### src/rtl/afe_pkg.sv
// Shared types and constants for the AFE command sequencer: command width,
// FSM state encoding, default timing values and counter-sizing helpers.
`timescale 1ns/1ps
package afe_pkg;

    localparam int unsigned AFE_CMD_W          = 20;
    localparam int unsigned DEF_GAP_CYCLES     = 4;
    localparam int unsigned DEF_TIMEOUT_CYCLES = 64;

    typedef enum logic [2:0] {
        ST_IDLE      = 3'd0,
        ST_ROM_RD    = 3'd1,
        ST_ISSUE     = 3'd2,
        ST_WAIT_BUSY = 3'd3,
        ST_WAIT_DONE = 3'd4,
        ST_GAP       = 3'd5
    } afe_state_e;

    function automatic int unsigned max_u(input int unsigned a, input int unsigned b);
        return (a > b) ? a : b;
    endfunction

    // Bits needed to hold values 0..max_val, never less than one.
    function automatic int unsigned cnt_width(input int unsigned max_val);
        return (max_val < 32'd2) ? 32'd1 : $clog2(max_val + 32'd1);
    endfunction

endpackage

### src/rtl/afe_cmd_timer.sv
// Loadable down-counter shared by the inter-command gap and the transaction
// timeout; saturates at zero and reports it through zero_o.
`timescale 1ns/1ps
module afe_cmd_timer #(
    parameter int unsigned W = 8
) (
    input  logic         clk_i,
    input  logic         reset_i,
    input  logic         load_i,
    input  logic [W-1:0] load_val_i,
    input  logic         en_i,
    output logic         zero_o
);

    logic [W-1:0] cnt_q;
    logic [W-1:0] cnt_d;

    // Next count: load wins over decrement; hold once zero is reached.
    always_comb begin
        cnt_d = cnt_q;
        if (load_i) begin
            cnt_d = load_val_i;
        end else if (en_i && (cnt_q != {W{1'b0}})) begin
            cnt_d = cnt_q - W'(1'b1);
        end else begin
            cnt_d = cnt_q;
        end
    end

    // Count register.
    always_ff @(posedge clk_i or posedge reset_i) begin
        if (reset_i) begin
            cnt_q <= {W{1'b0}};
        end else begin
            cnt_q <= cnt_d;
        end
    end

    assign zero_o = (cnt_q == {W{1'b0}});

endmodule

### src/rtl/afe_cmd_sequencer.sv
// Drives the AFE serial command shifter: replays the init ROM on request,
// then grants single host writes, with dead time and hang detection.
`timescale 1ns/1ps
module afe_cmd_sequencer
    import afe_pkg::*;
#(
    parameter int unsigned NUM_INIT_CMDS  = 16,
    parameter int unsigned ADDR_W         = 6,
    parameter int unsigned GAP_CYCLES     = DEF_GAP_CYCLES,
    parameter int unsigned TIMEOUT_CYCLES = DEF_TIMEOUT_CYCLES
) (
    input  logic                 clk_i,
    input  logic                 reset_i,
    input  logic                 init_start_i,
    output logic [ADDR_W-1:0]    rom_addr_o,
    input  logic [AFE_CMD_W-1:0] rom_data_i,
    input  logic                 wr_req_i,
    input  logic [AFE_CMD_W-1:0] wr_data_i,
    output logic                 wr_ack_o,
    output logic                 afe_enable_o,
    output logic                 afe_start_o,
    output logic [AFE_CMD_W-1:0] afe_cmd_o,
    input  logic                 afe_done_i,
    output logic                 busy_o,
    output logic                 init_done_o,
    output logic                 timeout_err_o
);

    localparam int unsigned      TMR_W    = cnt_width(max_u(GAP_CYCLES, TIMEOUT_CYCLES));
    localparam logic [TMR_W-1:0] TO_LOAD  = TMR_W'(TIMEOUT_CYCLES - 32'd1);
    localparam logic [TMR_W-1:0] GAP_LOAD = TMR_W'(GAP_CYCLES - 32'd1);
    localparam logic [ADDR_W:0]  NUM_L    = (ADDR_W + 1)'(NUM_INIT_CMDS);
    localparam bit               NO_INIT  = (NUM_INIT_CMDS == 32'd0);

    afe_state_e           state_q;
    logic                 rd_phase_q;
    logic                 host_src_q;
    logic [ADDR_W-1:0]    index_q;
    logic [ADDR_W-1:0]    rom_addr_q;
    logic [AFE_CMD_W-1:0] afe_cmd_q;
    logic                 afe_start_q;
    logic                 afe_enable_q;
    logic                 wr_ack_q;
    logic                 busy_q;
    logic                 init_done_q;
    logic                 timeout_err_q;

    logic                 host_go;
    logic                 last_cmd;
    logic [ADDR_W-1:0]    index_nxt;
    logic                 tmr_load;
    logic                 tmr_en;
    logic [TMR_W-1:0]     tmr_val;
    logic                 tmr_zero;

    // The ack cycle is still IDLE with wr_req high; don't take the same request twice.
    assign host_go   = wr_req_i & init_done_q & ~wr_ack_q;
    assign index_nxt = index_q + ADDR_W'(1'b1);
    assign last_cmd  = (({1'b0, index_q} + (ADDR_W + 1)'(1'b1)) == NUM_L);

    // Timer control: timeout loaded on entry to ISSUE, gap loaded on entry to GAP.
    always_comb begin
        tmr_load = 1'b0;
        tmr_en   = 1'b0;
        tmr_val  = {TMR_W{1'b0}};
        case (state_q)
            ST_IDLE: begin
                if (!init_start_i && host_go) begin
                    tmr_load = 1'b1;
                    tmr_val  = TO_LOAD;
                end else begin
                    tmr_load = 1'b0;
                end
            end
            ST_ROM_RD: begin
                if (rd_phase_q) begin
                    tmr_load = 1'b1;
                    tmr_val  = TO_LOAD;
                end else begin
                    tmr_load = 1'b0;
                end
            end
            ST_ISSUE, ST_WAIT_BUSY: begin
                tmr_en = 1'b1;
            end
            ST_WAIT_DONE: begin
                if (afe_done_i) begin
                    tmr_load = 1'b1;
                    tmr_val  = GAP_LOAD;
                end else begin
                    tmr_en = 1'b1;
                end
            end
            ST_GAP: begin
                tmr_en = 1'b1;
            end
            default: begin
                tmr_en = 1'b0;
            end
        endcase
    end

    afe_cmd_timer #(
        .W (TMR_W)
    ) u_timer (
        .clk_i      (clk_i),
        .reset_i    (reset_i),
        .load_i     (tmr_load),
        .load_val_i (tmr_val),
        .en_i       (tmr_en),
        .zero_o     (tmr_zero)
    );

    // Sequencer FSM with all outputs registered.
    always_ff @(posedge clk_i or posedge reset_i) begin
        if (reset_i) begin
            state_q       <= ST_IDLE;
            rd_phase_q    <= 1'b0;
            host_src_q    <= 1'b0;
            index_q       <= {ADDR_W{1'b0}};
            rom_addr_q    <= {ADDR_W{1'b0}};
            afe_cmd_q     <= {AFE_CMD_W{1'b0}};
            afe_start_q   <= 1'b0;
            afe_enable_q  <= 1'b0;
            wr_ack_q      <= 1'b0;
            busy_q        <= 1'b0;
            init_done_q   <= 1'b0;
            timeout_err_q <= 1'b0;
        end else begin
            afe_start_q <= 1'b0;
            wr_ack_q    <= 1'b0;
            case (state_q)
                ST_IDLE: begin
                    if (init_start_i) begin
                        timeout_err_q <= 1'b0;
                        index_q       <= {ADDR_W{1'b0}};
                        init_done_q   <= NO_INIT;
                        if (NO_INIT) begin
                            state_q <= ST_IDLE;
                        end else begin
                            rom_addr_q <= {ADDR_W{1'b0}};
                            rd_phase_q <= 1'b0;
                            host_src_q <= 1'b0;
                            busy_q     <= 1'b1;
                            state_q    <= ST_ROM_RD;
                        end
                    end else if (host_go) begin
                        afe_cmd_q    <= wr_data_i;
                        host_src_q   <= 1'b1;
                        afe_start_q  <= 1'b1;
                        afe_enable_q <= 1'b1;
                        busy_q       <= 1'b1;
                        state_q      <= ST_ISSUE;
                    end else begin
                        state_q <= ST_IDLE;
                    end
                end
                ST_ROM_RD: begin
                    // Address went out on entry; the ROM word is valid one clock later.
                    if (!rd_phase_q) begin
                        rd_phase_q <= 1'b1;
                    end else begin
                        rd_phase_q   <= 1'b0;
                        afe_cmd_q    <= rom_data_i;
                        afe_start_q  <= 1'b1;
                        afe_enable_q <= 1'b1;
                        state_q      <= ST_ISSUE;
                    end
                end
                ST_ISSUE: begin
                    state_q <= ST_WAIT_BUSY;
                end
                ST_WAIT_BUSY: begin
                    if (!afe_done_i) begin
                        state_q <= ST_WAIT_DONE;
                    end else if (tmr_zero) begin
                        timeout_err_q <= 1'b1;
                        afe_enable_q  <= 1'b0;
                        busy_q        <= 1'b0;
                        state_q       <= ST_IDLE;
                    end else begin
                        state_q <= ST_WAIT_BUSY;
                    end
                end
                ST_WAIT_DONE: begin
                    if (afe_done_i) begin
                        state_q <= ST_GAP;
                    end else if (tmr_zero) begin
                        timeout_err_q <= 1'b1;
                        afe_enable_q  <= 1'b0;
                        busy_q        <= 1'b0;
                        state_q       <= ST_IDLE;
                    end else begin
                        state_q <= ST_WAIT_DONE;
                    end
                end
                ST_GAP: begin
                    if (!tmr_zero) begin
                        state_q <= ST_GAP;
                    end else if (host_src_q) begin
                        afe_enable_q <= 1'b0;
                        wr_ack_q     <= 1'b1;
                        busy_q       <= 1'b0;
                        state_q      <= ST_IDLE;
                    end else if (last_cmd) begin
                        afe_enable_q <= 1'b0;
                        init_done_q  <= 1'b1;
                        busy_q       <= 1'b0;
                        state_q      <= ST_IDLE;
                    end else begin
                        afe_enable_q <= 1'b0;
                        index_q      <= index_nxt;
                        rom_addr_q   <= index_nxt;
                        rd_phase_q   <= 1'b0;
                        state_q      <= ST_ROM_RD;
                    end
                end
                default: begin
                    afe_enable_q <= 1'b0;
                    busy_q       <= 1'b0;
                    state_q      <= ST_IDLE;
                end
            endcase
        end
    end

    assign rom_addr_o    = rom_addr_q;
    assign wr_ack_o      = wr_ack_q;
    assign afe_enable_o  = afe_enable_q;
    assign afe_start_o   = afe_start_q;
    assign afe_cmd_o     = afe_cmd_q;
    assign busy_o        = busy_q;
    assign init_done_o   = init_done_q;
    assign timeout_err_o = timeout_err_q;

endmodule

### config.mk
export PLATFORM = sky130hd
export DESIGN_NAME = afe_cmd_sequencer
export DESIGN_NICKNAME = d
export VERILOG_FILES = /design/src/rtl/afe_pkg.sv /design/src/rtl/afe_cmd_timer.sv /design/src/rtl/afe_cmd_sequencer.sv
export SDC_FILE = /design/constraint.sdc
export NUM_CORES = 1
export LEC_CHECK = 0
export CELL_PAD_IN_SITES_DETAIL_PLACEMENT = 1
export CELL_PAD_IN_SITES_GLOBAL_PLACEMENT = 2
export CORE_MARGIN = 8
export CORE_UTILIZATION = 30
export CTS_BUF_LIST = sky130_fd_sc_hd__clkbuf_8 sky130_fd_sc_hd__clkbuf_16
export CTS_CLUSTER_DIAMETER = 40
export DETAILED_ROUTE_END_ITERATION = 8
export GPL_ROUTABILITY_DRIVEN = 0
export PLACE_DENSITY = 0.95
export SETUP_SLACK_MARGIN = 0.4
export SYNTH_ARGS = -nofsm -noshare
export SYNTH_HDL_FRONTEND = slang
export SYNTH_SLANG_ARGS = --single-unit
### constraint.sdc
create_clock -name clk_i -period 4.2 [get_ports clk_i]
set_clock_uncertainty 0.05 [all_clocks]
set_input_delay 0.63 -clock clk_i [delete_from_list [all_inputs] [get_ports clk_i]]
set_output_delay 0.63 -clock clk_i [all_outputs]
set_load 0.01 [all_outputs]
; Word level (Yosys, flattened, before mapping)
; Index checks and enable logic that the tools add are counted.
[totals]
ff_bits = 44
latch_bits = 0
mem_bits_rw = 0
romBits = 0
inputBits = 45
out_inout_bits = 32
n_memories = 0
[classes]
n_addsub = 3
mul = 0
div = 0
magnitude_cmp = 0
eq_ne = 18
n_shift = 0
mux = 68
bitwise_logic = 5
reduce_logical = 22
[ops]
columns = op, n
row1 = $mux 20, 3
row2 = $pmux 20 s2, 1
row3 = $mux 1, 36
row4 = $mux 6, 6
row5 = $ne 2x2->1 const B, 10
row6 = $pmux 3 s6, 1
row7 = $pmux 6 s3, 1
row8 = $mux 3, 5
row9 = $reduce_and 5->1, 3
row10 = $mux 7, 2
row11 = $pmux 6 s2, 1
row12 = $reduce_and 6->1, 2
row13 = $pmux 1 s3, 3
row14 = $mux 2, 4
row15 = $reduce_and 4->1, 2
row16 = $reduce_bool 2->1, 4
row17 = $add 6x1->7 const B, 1
row18 = $eq 7x5->1 const B, 1
row19 = $logic_not 7->1, 1
row20 = $reduce_bool 7->1, 1
row21 = $sub 7x1->7 const B, 1
row22 = $add 6x1->6 const B, 1
row23 = $eq 3x2->1 const B, 2
row24 = $eq 3x3->1 const B, 2
row25 = 14 further kinds, 22

; Logic depth before layout (Yosys ltp)
[logic_depth]
depth_word = 6
ltp_mapped = 8

; By module
; A second synthesis with hierarchy kept.
[hier_totals]
cells_unflattened = 275
hier_area_um2 = 2413.6
[modules_own_cells]
columns = module, n_inst, cells_per_inst, area_per_inst_um2, seq_area_each_um2
row1 = afe_cmd_sequencer, 1, 217, 1909.3, 925.9
row2 = afe_cmd_timer, 1, 58, 504.2, 175.2

; Worst setup path before layout
; No wires, ideal clock.
[synth_timing]
kind = register to register
from = register u_timer.cnt_q[0]
to = register u_timer.cnt_q[5]
setup_ps = 124
arrival_ps = 1658
path_slack_ps = 2368
path_stages_with_launch = 9
path_buffers = 1
period_less_slack_ps = 1832
cell_sequence = dfrtp_1 > inv_1 > ha_1 > or3b_1 > buf_6 > nor2_4 > a21o_4 > a21oi_2 > a211o_1
[synth_via]
elab_chain_cells = 3
elab_cells_between_ends = 6
[synth_lines]
columns = element, line_no
row1 = start: declaration, afe_cmd_timer.sv:15  ; logic [W-1:0] cnt_q;
row2 = start signal: assignment, afe_cmd_timer.sv:33  ; cnt_q <= {W{1'b0}};
row3 = start signal: assignment, afe_cmd_timer.sv:35  ; cnt_q <= cnt_d;
row4 = $sub 7x1->7 or $reduce_bool 7->1 (tied branches), "afe_cmd_timer.sv:24, afe_cmd_timer.sv:23"
row5 = $mux 7 or $logic_and 1x1->1 (tied branches), afe_cmd_timer.sv:23  ; end else if (en_i && (cnt_q != {W{1'b0}})) begin
row6 = $mux 7 or $reduce_bool 2->1 (tied branches), -
; Several ways; a longest one is shown, not always the timed one. The select of a mux whose other input is x is not followed.
; A chain may end at the register's enable or synchronous reset.

; Worst setup path after layout
[layout_timing]
from = register state_q[0]
to = register afe_cmd_q[13] (netlist: afe_cmd_o[13])
[layout_via]
elab_chain_cells = 3
elab_cells_between_ends = 8
[layout_lines]
columns = element, line_no
row1 = start: declaration, afe_cmd_sequencer.sv:35  ; afe_state_e state_q;
row2 = start signal: assignment, afe_cmd_sequencer.sv:117  ; state_q <= ST_IDLE;
row3 = start signal: assignment, afe_cmd_sequencer.sv:139  ; state_q <= ST_IDLE;
row4 = start signal: assignment, afe_cmd_sequencer.sv:145  ; state_q <= ST_ROM_RD;
row5 = $eq 3x1->1 or $logic_not 3->1 (tied branches), afe_cmd_sequencer.sv:132  ; case (state_q)
row6 = $ne 2x2->1 (no source line) or $reduce_bool 2->1 (tied branches), -
row7 = $reduce_and 4->1 (no source line), -
row8 = end signal: assignment, afe_cmd_sequencer.sv:122  ; afe_cmd_q <= {AFE_CMD_W{1'b0}};
row9 = end signal: assignment, afe_cmd_sequencer.sv:148  ; afe_cmd_q <= wr_data_i;
row10 = end signal: assignment, afe_cmd_sequencer.sv:164  ; afe_cmd_q <= rom_data_i;
row11 = end: declaration, afe_cmd_sequencer.sv:40  ; logic [AFE_CMD_W-1:0] afe_cmd_q;
; Several ways; a longest one is shown, not always the timed one.

==> key figures <==
Run status
  • Status: completed

Synthesis
  • Sequential area share after synthesis: 0.452
  • Synthesized area: 2430 µm²
  • Post-synth EDFFs: 0
  • Cell accounting for the most synthesized area: dfrtp_1
  • Post-Syn Area per Cell: 9.62 µm²
  • Primary FF master, synth: dfrtp_1
  • Synth top area cells: dfrtp_1, mux2i_1, nand2_1
  • Top cell type's share of synthesized area: 0.452
  • Most common cell in the netlist: dfrtp_1
  • Cells after synthesis: roughly 250
  • Asr flop ratio synth: 1.00
  • Yosys warns: 0
  • Most instantiated cells after synthesis: dfrtp_1, nand2_1, o21ai_1, mux2i_1, a21oi_1
  • #FFs+latches synth: 44
  • Synth Net Count: 300
  • Distinct cell type count after synthesis: 55

Place
  • Dpl cells: approximately 420
  • Dpl cell area: 3280 µm²
  • PortBufs: 76
  • Final HPWL DP: approximately 5200 µm
  • Setup slack at placement: between 1.5 and 2 ns

Layout
  • Area Growth Syn to Fin: 38.3%
  • Area of the multi-input gates: about 1200 µm²
  • Post-Layout Inst Area: ~3400 µm²
  • FILL cells: about 940
  • Reg area: between 1000 and 1500 µm²
  • Core Util, Final: 0.418
  • Post-layout nets: roughly 370
  • Final non-filler cell total: between 400 and 500
  • Diodes inserted: 0
  • Fraction of layout cells with a size suffix above 1: 0.0765

GRT
  • GRT Resource Usage Total: 0.132
  • Initial antenna violation count: 0
  • First-pass GRT wire length: 12,300 µm
  • Pin count of the biggest net entering global routing: 45
  • Grt total ovfl: 0
  • Vias in the first global route: 2,432

Pwr
  • Switching power: between 800 and 900 µW
  • Clock power share: 0.129
  • Flop pwr share: 0.362
  • Leakage: roughly 1.4 nW
  • Switching fraction of total power: 0.403
  • Peak VDD IR: about 0.00022 V
  • Internal: 1.28 mW
  • Combinational share of power: 0.509
  • Pwr dens: around 640 nW/µm²

Routing
  • Routed Antenna Nets: 0
  • Routed vias/inst: about 5
  • Iter 0 DRT Violations: 57
  • Total wire length: slightly below 7000 µm
  • Vias post-DR: ~2,200
  • Drt pass-1 iters: 4
  • DR DRC count: 0
  • Routed length per instance: approximately 16 µm

Critical path
  • Critical-path maximum fanout: 21
  • Worst endpoint required time: approximately 4.3 ns
  • Worst Reg-to-Reg Cells: 4
  • Critical path class: reg2reg
  • R2r setup slk: around 1.7 ns
  • Worst Setup SP: state_q[0]
  • Crit path to: afe_cmd_o[13]
  • Worst Setup Start Kind: flip-flop
  • Worst EP arrival: between 2 and 3 ns
  • Type of destination of the critical path: flip-flop
  • Launching point of the worst reg2reg path: state_q[0]
  • Reg2Reg Capture Point: afe_cmd_o[13]

Clocking
  • CTS HTree Levels: 2
  • Register clock-pin slew on the reported worst setup and hold paths: around 0.090 ns
  • Post-CTS setup buffers: 0
  • CTS tree: done
  • Resize count post-CTS: 0
  • Sink Count: 44
  • Root buf cell: clkbuf_8
  • Clk_lat worst skew: slightly below 0.3 ns
  • Num CTS Buffers: 5
  • Max Root-Sink Buffers: 2
  • Post-CTS Hold Buffers: 0

Timing
  • Final min period: between 2 and 2.5 ns
  • Worst-Margin Slew: between 1 and 1.5 ns
  • Period utilization: 0.590
  • Hold Fails Final Rpt: 0
  • Slew Limit Headroom: 0.193
  • RSZ-0062 raised after global routing: false
  • Final setup margin: 1.72 ns
  • # setup viols final: 0
  • Number of max-slew violations in the final report: 0
  • Setup TNS: 0 ns
  • Fmax: 404 MHz

Floorplan
  • Die area: roughly 11,000 µm²
  • Num ports: 77
  • Die Span X: about 110 µm
  • DIE HEIGHT: 106 µm
  • Cell Rows: 33
  • Core area: 8050 µm²
  • Starting Density: 0.302

Min path
  • Class of the worst hold path: reg2reg

Flow run
  • Total of max-cap violations: 0
metal layers:
metal,wire length [µm],part of all wire,track usage,up-vias
li1,-,-,-,1057
met1,3040,0.44,0.160,1053
met2,3310,0.48,0.213,48
met3,475,0.068,0.0484,10
met4,114,0.016,0.0402,0
met5,0,0,0,-
cells in the final DEF, fill, tap and decap left out, types with 2 or more instances in the layout:
cell and instances:
clkdlybuf4s50_1 76, o21ai_1 24, nor2_1 11, dfrtp_1 44
or2_2 2, clkbuf_8 6, o211ai_1 2, o21ai_0 11
nand3_1 5, and2_1 5, a2bb2oi_1 2, a31o_2 2
nand2_1 36, o31ai_1 2, nor2b_1 3, inv_1 12
a21oi_1 13, ha_1 2, or3_1 3, mux2i_1 22
a211oi_1 2, a31oi_1 2, o311ai_1 4, nor3_1 4
buf_4 3
through the flow:
stage / hold WS, ns / power (mW)
finish: 0.445 / 2.14
global route: 0.468 / 2.33
CTS: 0.449 / 2.17
detailed placement: 0.429 / 1.89
global placement: 0.417 / 1.85
floorplan: 0.425 / 1.46
registers in the layout, indices dropped and copies added, names as in the netlist:
name and cells:
afe_enable_o 1, wr_ack_o 1, state_q 3, u_timer.cnt_q 7, rd_phase_q 1, busy_o 1
rom_addr_o 6, host_src_q 1, afe_cmd_o 20, timeout_err_o 1, afe_start_o 1, init_done_o 1
final cells by class:
cell class / instances / share of cell area
clock buffers: 6 / 0.0245
multi-input cells: 185 / 0.362
clock inverters: 2 / 0.00223
repair buffers: 79 / 0.233
flip-flops and latches: 44 / 0.327
well taps: 105 / 0.0390
inverters: 11 / 0.0123
logic make-up after synthesis:
family	count (synthesis)	share of synthesized area
compound gates	78	0.216
xor+xnor	1	0.00360
fa+ha+maj	2	0.0103
buf+inv	24	0.0468
flops	44	0.452
mux	24	0.104
simple gates	80	0.167
power groups by stage:
stage | Sequential, mW | Clock, mW | Combinational (mW)
finish | 0.775 | 0.275 | 1.09
global route | 0.808 | 0.304 | 1.22
CTS | 0.777 | 0.287 | 1.11
floorplan | 0.758 | 0 | 0.699
detailed placement | 0.783 | 0 | 1.11
global placement | 0.769 | 0 | 1.08
worst min path at each step:
| stage | from | end | slack, ns | depth (start not counted) |
|---|---|---|---|---|
| 6_report | afe_cmd_o[12] | afe_cmd_o[12] | 0.45 | 2 |
| 5_1_grt | afe_cmd_o[0] | afe_cmd_o[0] | 0.47 | 2 |
| 4_1_cts | afe_cmd_o[14] | afe_cmd_o[14] | 0.45 | 2 |
| 3_5_place_dp | afe_cmd_o[14] | afe_cmd_o[14] | 0.43 | 2 |
| 3_3_place_gp | afe_cmd_o[18] | afe_cmd_o[18] | 0.42 | 2 |
| 2_1_floorplan | rd_phase_q | rd_phase_q | 0.42 | 1 |
critical path: stages, from the launching register on:
cell and delay, ns:
dfrtp_1 0.68, nor2b_1 0.26, and2_1 0.96, mux2i_1 0.28, o21ai_1 0.09
Power figures use the tool's default switching activity.
